<file path="src/rtl/conv_ctrl_pkg.sv">
// Shared types and helpers for the parametrised convolution controller.
// Optional build macro used by the top: CTRL_PERF_CNT_EN (stall cycle counter).
package conv_ctrl_pkg;

    // Controller states; the encoding is also exported on the debug state port.
    typedef enum logic [2:0] {
        S_IDLE    = 3'd0,
        S_LOAD_K  = 3'd1,
        S_LOAD_I  = 3'd2,
        S_I_SHIFT = 3'd3,
        S_COMPUTE = 3'd4,
        S_DRAIN   = 3'd5
    } fsm_state;

    // ODS destination code meaning "nothing to route".
    localparam logic [1:0] ODS_SEL_IDLE = 2'b11;
    // ODS destination code for the result lanes driven onto the shared bus.
    localparam logic [1:0] ODS_SEL_OUT  = 2'b00;

    // Index width for a counter covering 0..n-1, never narrower than one bit.
    function automatic int idx_w(input int n);
        return (n > 1) ? $clog2(n) : 1;
    endfunction

endpackage

</file>
<file path="src/rtl/conv_loop_counter.sv">
// Nested tile loop counter: x innermost, then y, then ch_out in steps of STEP.
// Each counter wraps to 0 after its last value; y and ch_out move only on x wrap.
module conv_loop_counter #(
    parameter int WIDTH  = 1024,
    parameter int HEIGHT = 1024,
    parameter int NB_CH  = 64,
    parameter int STEP   = 6
) (
    input  logic        clk,
    input  logic        arst_n_in,
    input  logic        inc,
    output logic [31:0] x,
    output logic [31:0] y,
    output logic [31:0] ch,
    output logic        last_x,
    output logic        last_y,
    output logic        last_ch
);

    localparam logic [31:0] X_LAST  = 32'(WIDTH - 1);
    localparam logic [31:0] Y_LAST  = 32'(HEIGHT - 1);
    localparam logic [31:0] CH_STEP = 32'(STEP);
    localparam logic [31:0] CH_END  = 32'(NB_CH);

    assign last_x  = (x == X_LAST);
    assign last_y  = (y == Y_LAST);
    // Treat the pass as final once another step would reach the channel count.
    assign last_ch = ((ch + CH_STEP) >= CH_END);

    // Advance the nested loop by one pixel on inc.
    always_ff @(posedge clk or negedge arst_n_in) begin
        if (!arst_n_in) begin
            x  <= '0;
            y  <= '0;
            ch <= '0;
        end else if (inc) begin
            if (last_x) begin
                x <= '0;
                if (last_y) begin
                    y  <= '0;
                    ch <= last_ch ? '0 : ch + CH_STEP;
                end else begin
                    y <= y + 32'd1;
                end
            end else begin
                x <= x + 32'd1;
            end
        end
    end

endmodule

</file>
<file path="src/rtl/conv_ctrl_fsm_param.sv">
// Parametrised convolution controller: kernel load, input row load, compute and
// output drain over a tiled x/y/ch_out loop.
// Optional build macro: CTRL_PERF_CNT_EN adds the stall_cycles counter port.
//
// Handshakes: a host beat happens on a cycle where con_valid && con_ready; an
// output beat happens on a cycle where output_valid && output_ready. A raised
// valid/coordinate set is held unchanged until its beat, and con_ready is kept
// low while an output beat is pending.
module conv_ctrl_fsm_param
    import conv_ctrl_pkg::*;
#(
    parameter int FEATURE_MAP_WIDTH  = 1024,
    parameter int FEATURE_MAP_HEIGHT = 1024,
    parameter int OUTPUT_NB_CHANNELS = 64,
    parameter int KERNEL_SIZE        = 3,
    parameter int PAR_OUT            = 6,
    parameter int OUT_LANES          = 3,
    parameter int K_WORDS            = 12,
    parameter int K_GROUPS           = 6,
    parameter int I_WORDS            = 4
) (
    input  logic                          clk,
    input  logic                          arst_n_in,
    input  logic                          start,
    output logic                          running,
    output logic                          done,
    input  logic                          con_valid,
    output logic                          con_ready,
    output logic                          output_valid,
    input  logic                          output_ready,
    output logic [31:0]                   output_x,
    output logic [31:0]                   output_y,
    output logic [31:0]                   output_ch,
    output logic                          ctrl_IDSS_shift,
    output logic [idx_w(I_WORDS)-1:0]     ctrl_IDSS_LE_select,
    output logic [K_WORDS-1:0]            ctrl_KDS_LE_select,
    output logic                          ctrl_to_KDS_cycle_enable,
    output logic                          ctrl_ODS_shift,
    output logic [1:0]                    ctrl_ODS_sel_out,
    output logic                          driving_cons,
    output logic [2:0]                    dbg_state
`ifdef CTRL_PERF_CNT_EN
    ,
    output logic [31:0]                   stall_cycles
`endif
);

    localparam int NB     = PAR_OUT / OUT_LANES;
    localparam int KW_W   = idx_w(K_WORDS);
    localparam int IW_W   = idx_w(I_WORDS);
    localparam int BEAT_W = $clog2(NB + 1);
    localparam int GRP_W  = idx_w(K_GROUPS);
    localparam int ROW_W  = idx_w(KERNEL_SIZE);

    localparam logic [KW_W-1:0]   K_LAST   = KW_W'(K_WORDS - 1);
    localparam logic [IW_W-1:0]   I_LAST   = IW_W'(I_WORDS - 1);
    localparam logic [GRP_W-1:0]  G_LAST   = GRP_W'(K_GROUPS - 1);
    localparam logic [ROW_W-1:0]  R_LAST   = ROW_W'(KERNEL_SIZE - 1);
    localparam logic [BEAT_W-1:0] NB_LAST  = BEAT_W'(NB - 1);
    localparam logic [31:0]       LANES32  = 32'(OUT_LANES);

    fsm_state          state_q, state_d;
    logic [KW_W-1:0]   kw_q, kw_d;        // kernel word index
    logic [IW_W-1:0]   iw_q, iw_d;        // input word index / compute cycle
    logic [GRP_W-1:0]  g_q, g_d;          // kernel group index
    logic [ROW_W-1:0]  r_q, r_d;          // input row load index
    logic [BEAT_W-1:0] beat_q, beat_d;    // output beat index
    logic              pend_q, pend_d;    // a computed pixel awaits output
    logic              end_y_q, end_y_d;  // row being drained was the last row
    logic              end_ch_q, end_ch_d;// pass being drained was the last pass
    logic              done_q, done_d;
    logic              ovalid_q, ovalid_d;
    logic [31:0]       out_x_q, out_x_d;
    logic [31:0]       out_y_q, out_y_d;
    logic [31:0]       out_ch_q, out_ch_d;

    logic              lc_inc;
    logic [31:0]       lc_x, lc_y, lc_ch;
    logic              lc_last_x, lc_last_y, lc_last_ch;
    logic              comp_adv;          // COMPUTE makes progress this cycle
    logic              comp_final;        // current COMPUTE cycle closes the pixel

    conv_loop_counter #(
        .WIDTH  (FEATURE_MAP_WIDTH),
        .HEIGHT (FEATURE_MAP_HEIGHT),
        .NB_CH  (OUTPUT_NB_CHANNELS),
        .STEP   (PAR_OUT)
    ) u_loop (
        .clk       (clk),
        .arst_n_in (arst_n_in),
        .inc       (lc_inc),
        .x         (lc_x),
        .y         (lc_y),
        .ch        (lc_ch),
        .last_x    (lc_last_x),
        .last_y    (lc_last_y),
        .last_ch   (lc_last_ch)
    );

    // COMPUTE progress: cycle 0 waits for a host beat, result beats wait for output_ready.
    always_comb begin
        comp_adv   = 1'b0;
        comp_final = 1'b0;
        if (state_q == S_COMPUTE) begin
            if (ovalid_q) begin
                comp_adv   = output_ready;
                comp_final = (beat_q == NB_LAST);
            end else begin
                comp_adv   = (iw_q != '0) || con_valid;
                comp_final = (iw_q == I_LAST) && !pend_q;
            end
        end
    end

    // State and counter registers.
    always_ff @(posedge clk or negedge arst_n_in) begin
        if (!arst_n_in) begin
            state_q  <= S_IDLE;
            kw_q     <= '0;
            iw_q     <= '0;
            g_q      <= '0;
            r_q      <= '0;
            beat_q   <= '0;
            pend_q   <= 1'b0;
            end_y_q  <= 1'b0;
            end_ch_q <= 1'b0;
            done_q   <= 1'b0;
            ovalid_q <= 1'b0;
            out_x_q  <= '0;
            out_y_q  <= '0;
            out_ch_q <= '0;
        end else begin
            state_q  <= state_d;
            kw_q     <= kw_d;
            iw_q     <= iw_d;
            g_q      <= g_d;
            r_q      <= r_d;
            beat_q   <= beat_d;
            pend_q   <= pend_d;
            end_y_q  <= end_y_d;
            end_ch_q <= end_ch_d;
            done_q   <= done_d;
            ovalid_q <= ovalid_d;
            out_x_q  <= out_x_d;
            out_y_q  <= out_y_d;
            out_ch_q <= out_ch_d;
        end
    end

    // Next-state and counter update logic.
    always_comb begin
        state_d  = state_q;
        kw_d     = kw_q;
        iw_d     = iw_q;
        g_d      = g_q;
        r_d      = r_q;
        beat_d   = beat_q;
        pend_d   = pend_q;
        end_y_d  = end_y_q;
        end_ch_d = end_ch_q;
        done_d   = 1'b0;
        ovalid_d = ovalid_q;
        out_x_d  = out_x_q;
        out_y_d  = out_y_q;
        out_ch_d = out_ch_q;
        lc_inc   = 1'b0;
        case (state_q)
            S_IDLE: begin
                if (start) begin
                    state_d = S_LOAD_K;
                    kw_d    = '0;
                    iw_d    = '0;
                    g_d     = '0;
                    r_d     = '0;
                    beat_d  = '0;
                    pend_d  = 1'b0;
                end
            end
            S_LOAD_K: begin
                if (con_valid) begin
                    if (kw_q == K_LAST) begin
                        kw_d = '0;
                        if (g_q == G_LAST) begin
                            g_d     = '0;
                            r_d     = '0;
                            iw_d    = '0;
                            state_d = S_LOAD_I;
                        end else begin
                            g_d = g_q + 1'b1;
                        end
                    end else begin
                        kw_d = kw_q + 1'b1;
                    end
                end
            end
            S_LOAD_I: begin
                if (con_valid) begin
                    if (iw_q == I_LAST) begin
                        iw_d    = '0;
                        state_d = S_I_SHIFT;
                    end else begin
                        iw_d = iw_q + 1'b1;
                    end
                end
            end
            S_I_SHIFT: begin
                if (r_q == R_LAST) begin
                    r_d     = '0;
                    iw_d    = '0;
                    state_d = S_COMPUTE;
                end else begin
                    r_d     = r_q + 1'b1;
                    state_d = S_LOAD_I;
                end
            end
            S_COMPUTE: begin
                if (comp_adv) begin
                    if (comp_final) begin
                        // Pixel complete: its coordinates become the pending results.
                        lc_inc   = 1'b1;
                        pend_d   = 1'b1;
                        iw_d     = '0;
                        beat_d   = '0;
                        out_x_d  = lc_x;
                        out_y_d  = lc_y;
                        out_ch_d = lc_ch;
                        if (lc_last_x) begin
                            end_y_d  = lc_last_y;
                            end_ch_d = lc_last_ch;
                            ovalid_d = 1'b1;
                            state_d  = S_DRAIN;
                        end else begin
                            ovalid_d = 1'b0;
                        end
                    end else if (ovalid_q) begin
                        beat_d   = beat_q + 1'b1;
                        out_ch_d = out_ch_q + LANES32;
                    end else if (iw_q == I_LAST) begin
                        // Input cycles done; present the previous pixel's results.
                        iw_d     = '0;
                        beat_d   = '0;
                        ovalid_d = 1'b1;
                    end else begin
                        iw_d = iw_q + 1'b1;
                    end
                end
            end
            S_DRAIN: begin
                if (output_ready) begin
                    if (beat_q == NB_LAST) begin
                        beat_d   = '0;
                        pend_d   = 1'b0;
                        ovalid_d = 1'b0;
                        kw_d     = '0;
                        iw_d     = '0;
                        g_d      = '0;
                        r_d      = '0;
                        if (!end_y_q) begin
                            state_d = S_LOAD_I;
                        end else if (!end_ch_q) begin
                            state_d = S_LOAD_K;
                        end else begin
                            state_d = S_IDLE;
                            done_d  = 1'b1;
                        end
                    end else begin
                        beat_d   = beat_q + 1'b1;
                        out_ch_d = out_ch_q + LANES32;
                    end
                end
            end
            default: state_d = S_IDLE;
        endcase
    end

    // Datapath control outputs decoded from the current state.
    always_comb begin
        running                  = (state_q != S_IDLE);
        done                     = done_q;
        output_valid             = ovalid_q;
        output_x                 = out_x_q;
        output_y                 = out_y_q;
        output_ch                = out_ch_q;
        dbg_state                = state_q;
        con_ready                = 1'b0;
        ctrl_IDSS_shift          = 1'b0;
        ctrl_IDSS_LE_select      = '0;
        ctrl_KDS_LE_select       = '0;
        ctrl_to_KDS_cycle_enable = 1'b0;
        ctrl_ODS_shift           = 1'b0;
        ctrl_ODS_sel_out         = ODS_SEL_IDLE;
        driving_cons             = 1'b0;
        case (state_q)
            S_LOAD_K: begin
                con_ready = 1'b1;
                if (con_valid) ctrl_KDS_LE_select = K_WORDS'(1) << kw_q;
            end
            S_LOAD_I: begin
                con_ready           = 1'b1;
                ctrl_IDSS_LE_select = iw_q;
            end
            S_I_SHIFT: begin
                ctrl_IDSS_shift = 1'b1;
            end
            S_COMPUTE: begin
                con_ready                = !ovalid_q && (iw_q == '0);
                ctrl_to_KDS_cycle_enable = comp_adv;
                ctrl_IDSS_shift          = comp_adv && comp_final;
                if (ovalid_q) begin
                    ctrl_ODS_sel_out = ODS_SEL_OUT;
                    ctrl_ODS_shift   = output_ready;
                    driving_cons     = 1'b1;
                end
            end
            S_DRAIN: begin
                ctrl_ODS_sel_out = ODS_SEL_OUT;
                ctrl_ODS_shift   = output_ready;
                driving_cons     = 1'b1;
            end
            default: ;
        endcase
    end

`ifdef CTRL_PERF_CNT_EN
    logic stall_evt;
    assign stall_evt = (ovalid_q && !output_ready) || (con_ready && !con_valid);

    // Saturating count of cycles lost to either side of the handshakes.
    always_ff @(posedge clk or negedge arst_n_in) begin
        if (!arst_n_in) begin
            stall_cycles <= '0;
        end else if ((state_q == S_IDLE) && start) begin
            stall_cycles <= '0;
        end else if (stall_evt && (stall_cycles != 32'hFFFF_FFFF)) begin
            stall_cycles <= stall_cycles + 32'd1;
        end
    end
`endif

endmodule

</file>
<file path="config.mk">
export PLATFORM = sky130hd
export DESIGN_NAME = conv_ctrl_fsm_param
export DESIGN_NICKNAME = d
export VERILOG_FILES = /design/src/rtl/conv_ctrl_pkg.sv /design/src/rtl/conv_loop_counter.sv /design/src/rtl/conv_ctrl_fsm_param.sv
export SDC_FILE = /design/constraint.sdc
export NUM_CORES = 1
export LEC_CHECK = 0
export CELL_PAD_IN_SITES_DETAIL_PLACEMENT = 0
export CELL_PAD_IN_SITES_GLOBAL_PLACEMENT = 2
export CORE_MARGIN = 10
export CORE_UTILIZATION = 31
export CTS_CLUSTER_DIAMETER = 60
export CTS_CLUSTER_SIZE = 20
export DETAILED_ROUTE_END_ITERATION = 12
export PLACE_DENSITY_LB_ADDON = 0.1
export SLEW_MARGIN = 15
export SYNTH_ARGS = -nofsm -noshare
export SYNTH_HDL_FRONTEND = slang
export SYNTH_SLANG_ARGS = --single-unit
</file>
<file path="constraint.sdc">
create_clock -name clk -period 2.65 [get_ports clk]
set_input_delay 0.53 -clock clk [delete_from_list [all_inputs] [get_ports clk]]
set_output_delay 0.53 -clock clk [all_outputs]
set_load 0.005 [all_outputs]
</file>
# Yosys cells after proc, flatten, opt, wreduce, memory -nomap -nowiden
# Index checks and enable logic that the tools add are counted.
[op_classes]
reduce_logical = 29
mul = 0
n_mux = 95
n_bitwise = 0
add_sub_neg = 9
n_lt_le_gt_ge = 1
div = 0
eq_ne = 28
n_shift = 1
[ops]
columns = ["operator", "n"]
rows = [
  ["32-bit two-way mux", 8],
  ["32-bit by 1-bit adder with 32-bit output (second input constant)", 2],
  ["32-bit by 10-bit == test with 1-bit output (second input constant)", 2],
  ["32-bit case mux with 2 select lines", 1],
  ["3-bit two-way mux", 18],
  ["2-bit two-way mux", 22],
  ["32-bit by 2-bit adder with 32-bit output (second input constant)", 1],
  ["32-bit by 3-bit adder with 32-bit output (second input constant)", 1],
  ["32-bit by 7-bit greater-or-equal comparator with 1-bit output (second input constant)", 1],
  ["1-bit two-way mux", 26],
  ["2-bit != test (second input constant)", 13],
  ["12-bit two-way mux", 2],
  ["11-bit AND reduction", 2],
  ["4-bit two-way mux", 5],
  ["3-bit case mux with 6 select lines", 1],
  ["5-bit AND reduction", 3],
  ["2-bit case mux with 6 select lines", 1],
  ["4-bit case mux with 3 select lines", 1],
  ["6-bit AND reduction", 2],
  ["1-bit by 4-bit left shift with 12-bit output (first input constant)", 1],
  ["1-bit case mux with 2 select lines", 5],
  ["3-bit == test (second input constant)", 3],
  ["3-bit case mux with 3 select lines", 1],
  ["3-bit nonzero test", 3],
  ["27 further kinds", 38],
]
[totals]
n_memories = 0
latchBits = 0
output_inout_bits = 123
romBits = 0
regBits = 213
word_cells = 180
ramBits = 0
inputBits = 5

# Depth between registers and ports, before layout
[logic_depth]
ltp_word = 8
mapped_depth = 11
mapped_depth_nobuf = 9

# Cells and area by module
# A second synthesis with hierarchy kept.
[unflattened]
cells_unflattened = 1166
hier_area_um2 = 10825.4
[by_module_without_submodules]
columns = ["module", "n_inst", "seq_area_each_um2", "cells_per_inst", "area_each_um2"]
rows = [
  ["conv_ctrl_fsm_param", 1, 2927.8, 706, 6083.3],
  ["conv_loop_counter", 1, 2377.3, 460, 4742.0],
]

# Worst setup path after synthesis
# No wires, ideal clock.
[synth_timing]
kind = "register to register"
from = "register u_loop.ch[1]"
to = "register end_ch_q"
path_stages_with_launch = 11
t_arrival_ns = 2.747
period_less_slack_ns = 2.872
path_buffers = 1
path_slack_ns = -0.222
setup_ns = 0.125
t_required_ns = 2.525
path_cell_list = "dfrtp_1 -> inv_1 -> ha_1 -> nand4b_1 -> or4b_1 -> clkbuf_2 -> a2111oi_2 -> o211ai_1 -> nor4_2 -> nand2_1 -> mux2_2"
[synth_via]
elab_chain_cells = 2
[synth_lines]
columns = ["element", "line", "text"]
rows = [
  ["start, declared", "conv_loop_counter.sv:14", "output logic [31:0] ch,"],
  ["start signal, assigned", "conv_loop_counter.sv:41", "ch <= last_ch ? '0 : ch + CH_STEP;"],
  ["32-bit by 3-bit adder with 32-bit output", "conv_loop_counter.sv:28", "assign last_ch = ((ch + CH_STEP) >= CH_END);"],
  ["32-bit by 7-bit greater-or-equal comparator with 1-bit output", "conv_loop_counter.sv:28", ""],
  ["end signal, assigned", "conv_ctrl_fsm_param.sv:141", "end_ch_q <= end_ch_d;"],
  ["end, declared", "conv_ctrl_fsm_param.sv:70", "logic end_ch_q, end_ch_d;"],
]
# No other way between the ends.
# A chain may end at the register's enable or synchronous reset.

# Final worst setup path
[layout_timing]
from = "register iw_q[1]"
to = "output ctrl_IDSS_shift"
[layout_via]
elab_chain_cells = 6
word_cells_on_any_way = 10
cone_classes = "1 x eq/ne; 5 x mux; 4 x reduce/logical"
[layout_lines]
columns = ["element", "line", "text"]
rows = [
  ["start, declared", "conv_ctrl_fsm_param.sv:64", "logic [IW_W-1:0] iw_q, iw_d;"],
  ["start signal, assigned", "conv_ctrl_fsm_param.sv:135", "iw_q <= iw_d;"],
  ["2-bit == test or 2-bit nonzero test (tied branches)", "conv_ctrl_fsm_param.sv:110, conv_ctrl_fsm_param.sv:109", ""],
  ["1-bit logical AND or 1-bit logical OR (tied branches)", "conv_ctrl_fsm_param.sv:110, conv_ctrl_fsm_param.sv:109", ""],
  ["1-bit two-way mux", "conv_ctrl_fsm_param.sv:105", "if (ovalid_q) begin"],
  ["1-bit two-way mux", "conv_ctrl_fsm_param.sv:104", "if (state_q == S_COMPUTE) begin"],
  ["1-bit logical AND (*)", "conv_ctrl_fsm_param.sv:308", "ctrl_IDSS_shift = comp_adv && comp_final;"],
  ["1-bit case mux with 2 select lines (*)", "conv_ctrl_fsm_param.sv:293", "case (state_q)"],
  ["end, declared", "conv_ctrl_fsm_param.sv:34", "output logic ctrl_IDSS_shift,"],
]
# Mark *: on every way between the ends. The rest lies on a longest branch, timed or not.

==> impl_summary.txt <==
----------------------------------------------------
[Route]
  TritonRoute pass-1 iters ... 4
  Top layer used by detailed routing ... met4
  Number of vias per cell ... roughly 5.0
  Met2 layer wire length in the routed design ... approximately 16,000 um
  Total routed wire length on the met1 layer ... 16,000 um
  Post-route DRC ... 0
  WL met3 ... about 1500 um
  Violation count after the first detailed-route iteration ... around 420
  Average wire per cell in the routed design ... 17.6 um
  Antenna Violating Nets Remaining ... 0
  Detailed-route via count ... about 9,500
  Total wire length ... around 34,000 um

[Global route]
  Global-route wire length before repair ... 52,600 um
  Global routing usage summed across all routing layers ... between 10% and 20%
  Overflow left after global routing ... 0
  Pin count of the biggest net entering global routing ... 69
  Number of global-route vias before repair ... between 9,000 and 10,000
  Antenna violations before repair ... 0

[Clocking]
  Number of CTS-inserted buffers ... 26
  Clk Latency, worst-skew pair ... between 500 and 600 ps
  H-tree lvl count ... 1
  Clock sink total ... around 210
  Register clock-pin slew on the reported worst setup and hold paths ... roughly 70 ps
  Buffers from clock root to sink, at most ... 3
  CTS root buffer ... sky130_fd_sc_hd__clkbuf_16
  Clock tree from TritonCTS ... built

[Critical path]
  Category of the most critical setup path ... reg -> out
  Worst path arrival time ... roughly 2200 ps
  Data required time of the critical path ... 2120 ps
  Number of cells on the worst reg-to-reg path ... 10
  Type of destination of the critical path ... primary output
  Highest net fanout along the worst path ... 2
  Startpoint types ... flop

[Finish]
  Antenna fix cells ... 0
  Area growth from synthesis to final layout ... 41.5%
  Fill cell instance count of the final layout ... between 3,000 and 4,000
  Share of layout cells above drive strength 1 ... between 20% and 30%
  Most frequent cells in the layout ... 279 x sky130_fd_sc_hd__nand2_1, 210 x sky130_fd_sc_hd__dfrtp_1, 127 x sky130_fd_sc_hd__buf_4
  Area of combinational cells with multiple inputs ... 0.00548 mm^2
  Final cell count without fillers ... ~1,900
  Nets@finish ... ~1,500
  Register Area ... roughly 0.0053 mm^2
  Most common cell after layout, fill and taps aside ... sky130_fd_sc_hd__nand2_1

[Floorplan]
  Number of I/O pins ... about 130
  Die X-Extent ... ~200 um
  Placeable core area ... 0.0338 mm^2
  Initial core utilization ... 31.6%
  Die outline area ... ~0.042 mm^2
  Site row count ... 67
  Vertical die dimension ... 206 um

[Synthesis]
  Average cell area after synthesis ... about 9 um^2
  Dominant cells by area after synthesis ... sky130_fd_sc_hd__dfrtp_1 50%, sky130_fd_sc_hd__nand2_1 10%, sky130_fd_sc_hd__xnor2_1 3.3%
  FF+latch count, synth ... ~210
  Top flip-flop cell by instance count after synthesis ... sky130_fd_sc_hd__dfrtp_1
  Most area-hungry cell type in the Yosys netlist ... sky130_fd_sc_hd__dfrtp_1
  Number of nets in the synthesized netlist ... 1,201
  Sequential element share of the synthesized area ... 49.6%
  Mapped Cells ... ~1,200
  Post-synthesis cell area ... around 0.011 mm^2
  Count of flip-flops with a built-in enable after synthesis ... 0
  Synthesis Warnings ... 0
  Synth top area share ... 49.6%
  Post-synthesis cell type count ... 71
  Share of flip-flops with an asynchronous set or reset after synthesis ... 100%

[Timing]
  Worst slew margin relative to its limit ... 59.7%
  Slew of the pin with the lowest slew margin ... 604 ps
  Unrepaired setup endpoints after global routing ... true
  Final min period ... 2770 ps
  Final setup violation count ... 42
  Setup total negative slack ... -1530 ps
  Worst Skew ... ~16 ps
  Number of pins with negative max-slew slack in the final report ... 0
  Setup ws final ... -117 ps
  Number of endpoints with negative hold slack in the final report ... 0
  Maximum clock frequency ... 361 MHz
  Final period utilization ... 104%

[Status]
  Status ... complete, but fails checks
  Failing checks ... setup timing

[Job]
  Reported max-cap violation count ... 0

[Place]
  Global placement routability congestion ... 0.824
  Post-placement worst setup slack ... -197 ps
  Count of buffers from port buffering ... 127
  Hpwl dp ... between 20,000 and 25,000 um
  Instance count after placement with tap cells included ... roughly 1,800

[Pwr]
  Final Power ... 11,300 uW
  Pleak ... roughly 0.007 uW
  Power per Cell Area ... 749 mW/mm^2
  Largest vdd supply drop ... slightly below 0.6 mV

[Min path]
  Min-delay worst type ... reg -> reg
  Cells on Worst Hold Path ... 2

----------------------------------------------------
## stage by stage
step	instance area, um^2	util (%)	hold WS [ps]
floorplan	10700	-	234
global placement	13400	39.7	458
detailed placement	13400	39.7	464
CTS	14600	43.3	480
global route	15100	44.8	487
finish	15100	44.8	472
## path summary, 6_finish.rpt
kind	start	to	slack (ps)
max	iw_q[1]	ctrl_IDSS_shift	-120
min	output_y[20]	output_y[20]	470
max reg2reg	iw_q[1]	u_loop.y[31]	-70
min reg2reg	output_y[20]	output_y[20]	470
max in group asynchronous	arst_n_in	u_loop.ch[18]	1400
min in group asynchronous	arst_n_in	output_y[25]	520
## logic make-up after synthesis
group           share of synthesized area, %
fa+ha+maj                               1.64
mux                                     1.11
simple gates                            28.4
compound gates                          11.3
buf+inv                                 3.16
xor+xnor                                4.82
flops                                   49.6
## worst max-delay path, stage by stage, from the launching register on
cell	delay [ps]
sky130_fd_sc_hd__dfrtp_1	350
sky130_fd_sc_hd__ha_2	190
sky130_fd_sc_hd__or3b_4	400
sky130_fd_sc_hd__a211o_4	340
sky130_fd_sc_hd__or2_4	240
sky130_fd_sc_hd__nand2_2	70
sky130_fd_sc_hd__buf_6	100
## state kept, by name, indices dropped and copies added, names as in the netlist, 3 cells and up
name / count
u_loop.ch: 31
output_y: 32
output_x: 32
dbg_state: 3
u_loop.y: 32
g_q: 3
kw_q: 4
u_loop.x: 32
output_ch: 32
## where the power goes
part           switching [uW]  internal (uW)
clock                    1570           2220
combinational            1830           1670
sequential                430           3600
total                    3830           7490
## layout make-up
type	instances	share of cell area, %
inverters	30	0.745
flip-flops and latches	212	35.1
well taps	448	3.71
clock buffers	29	4.58
multi-input cells	885	36.3
clock inverters	18	1.53
repair buffers	288	18.1
## layer usage
metal	vias up	GRT usage, %
li1	4685	-
met1	4676	20.5
met2	142	24.5
met3	29	2.69
met4	0	3.15
met5	-	0
## cell usage after synthesis, drive strengths merged (9+ instances only)
library cell  instances
nand2               290
dfrtp               212
o21ai                59
a21oi                52
nand3                49
and2                 46
nor2                 46
clkbuf               45
nand4                43
xnor2                41
inv                  30
nor4                 21
and3                 20
nor3                 19
o22ai                19
xor2                 17
and4                 14
ha                   14
or3                  13
buf                  10
nand2b               10
o31ai                 9
## repair_timing
item                                   in CTS  in global routing
pin swaps                                   8                 39
cloned                                      1                  6
setup endpoints to repair                  62                108
setup buffers                              16                 16
hold buffers                                1                  0
resized for setup                          67                 86
endpoints found under the hold margin      59                  0
Power figures use the tool's default switching activity.
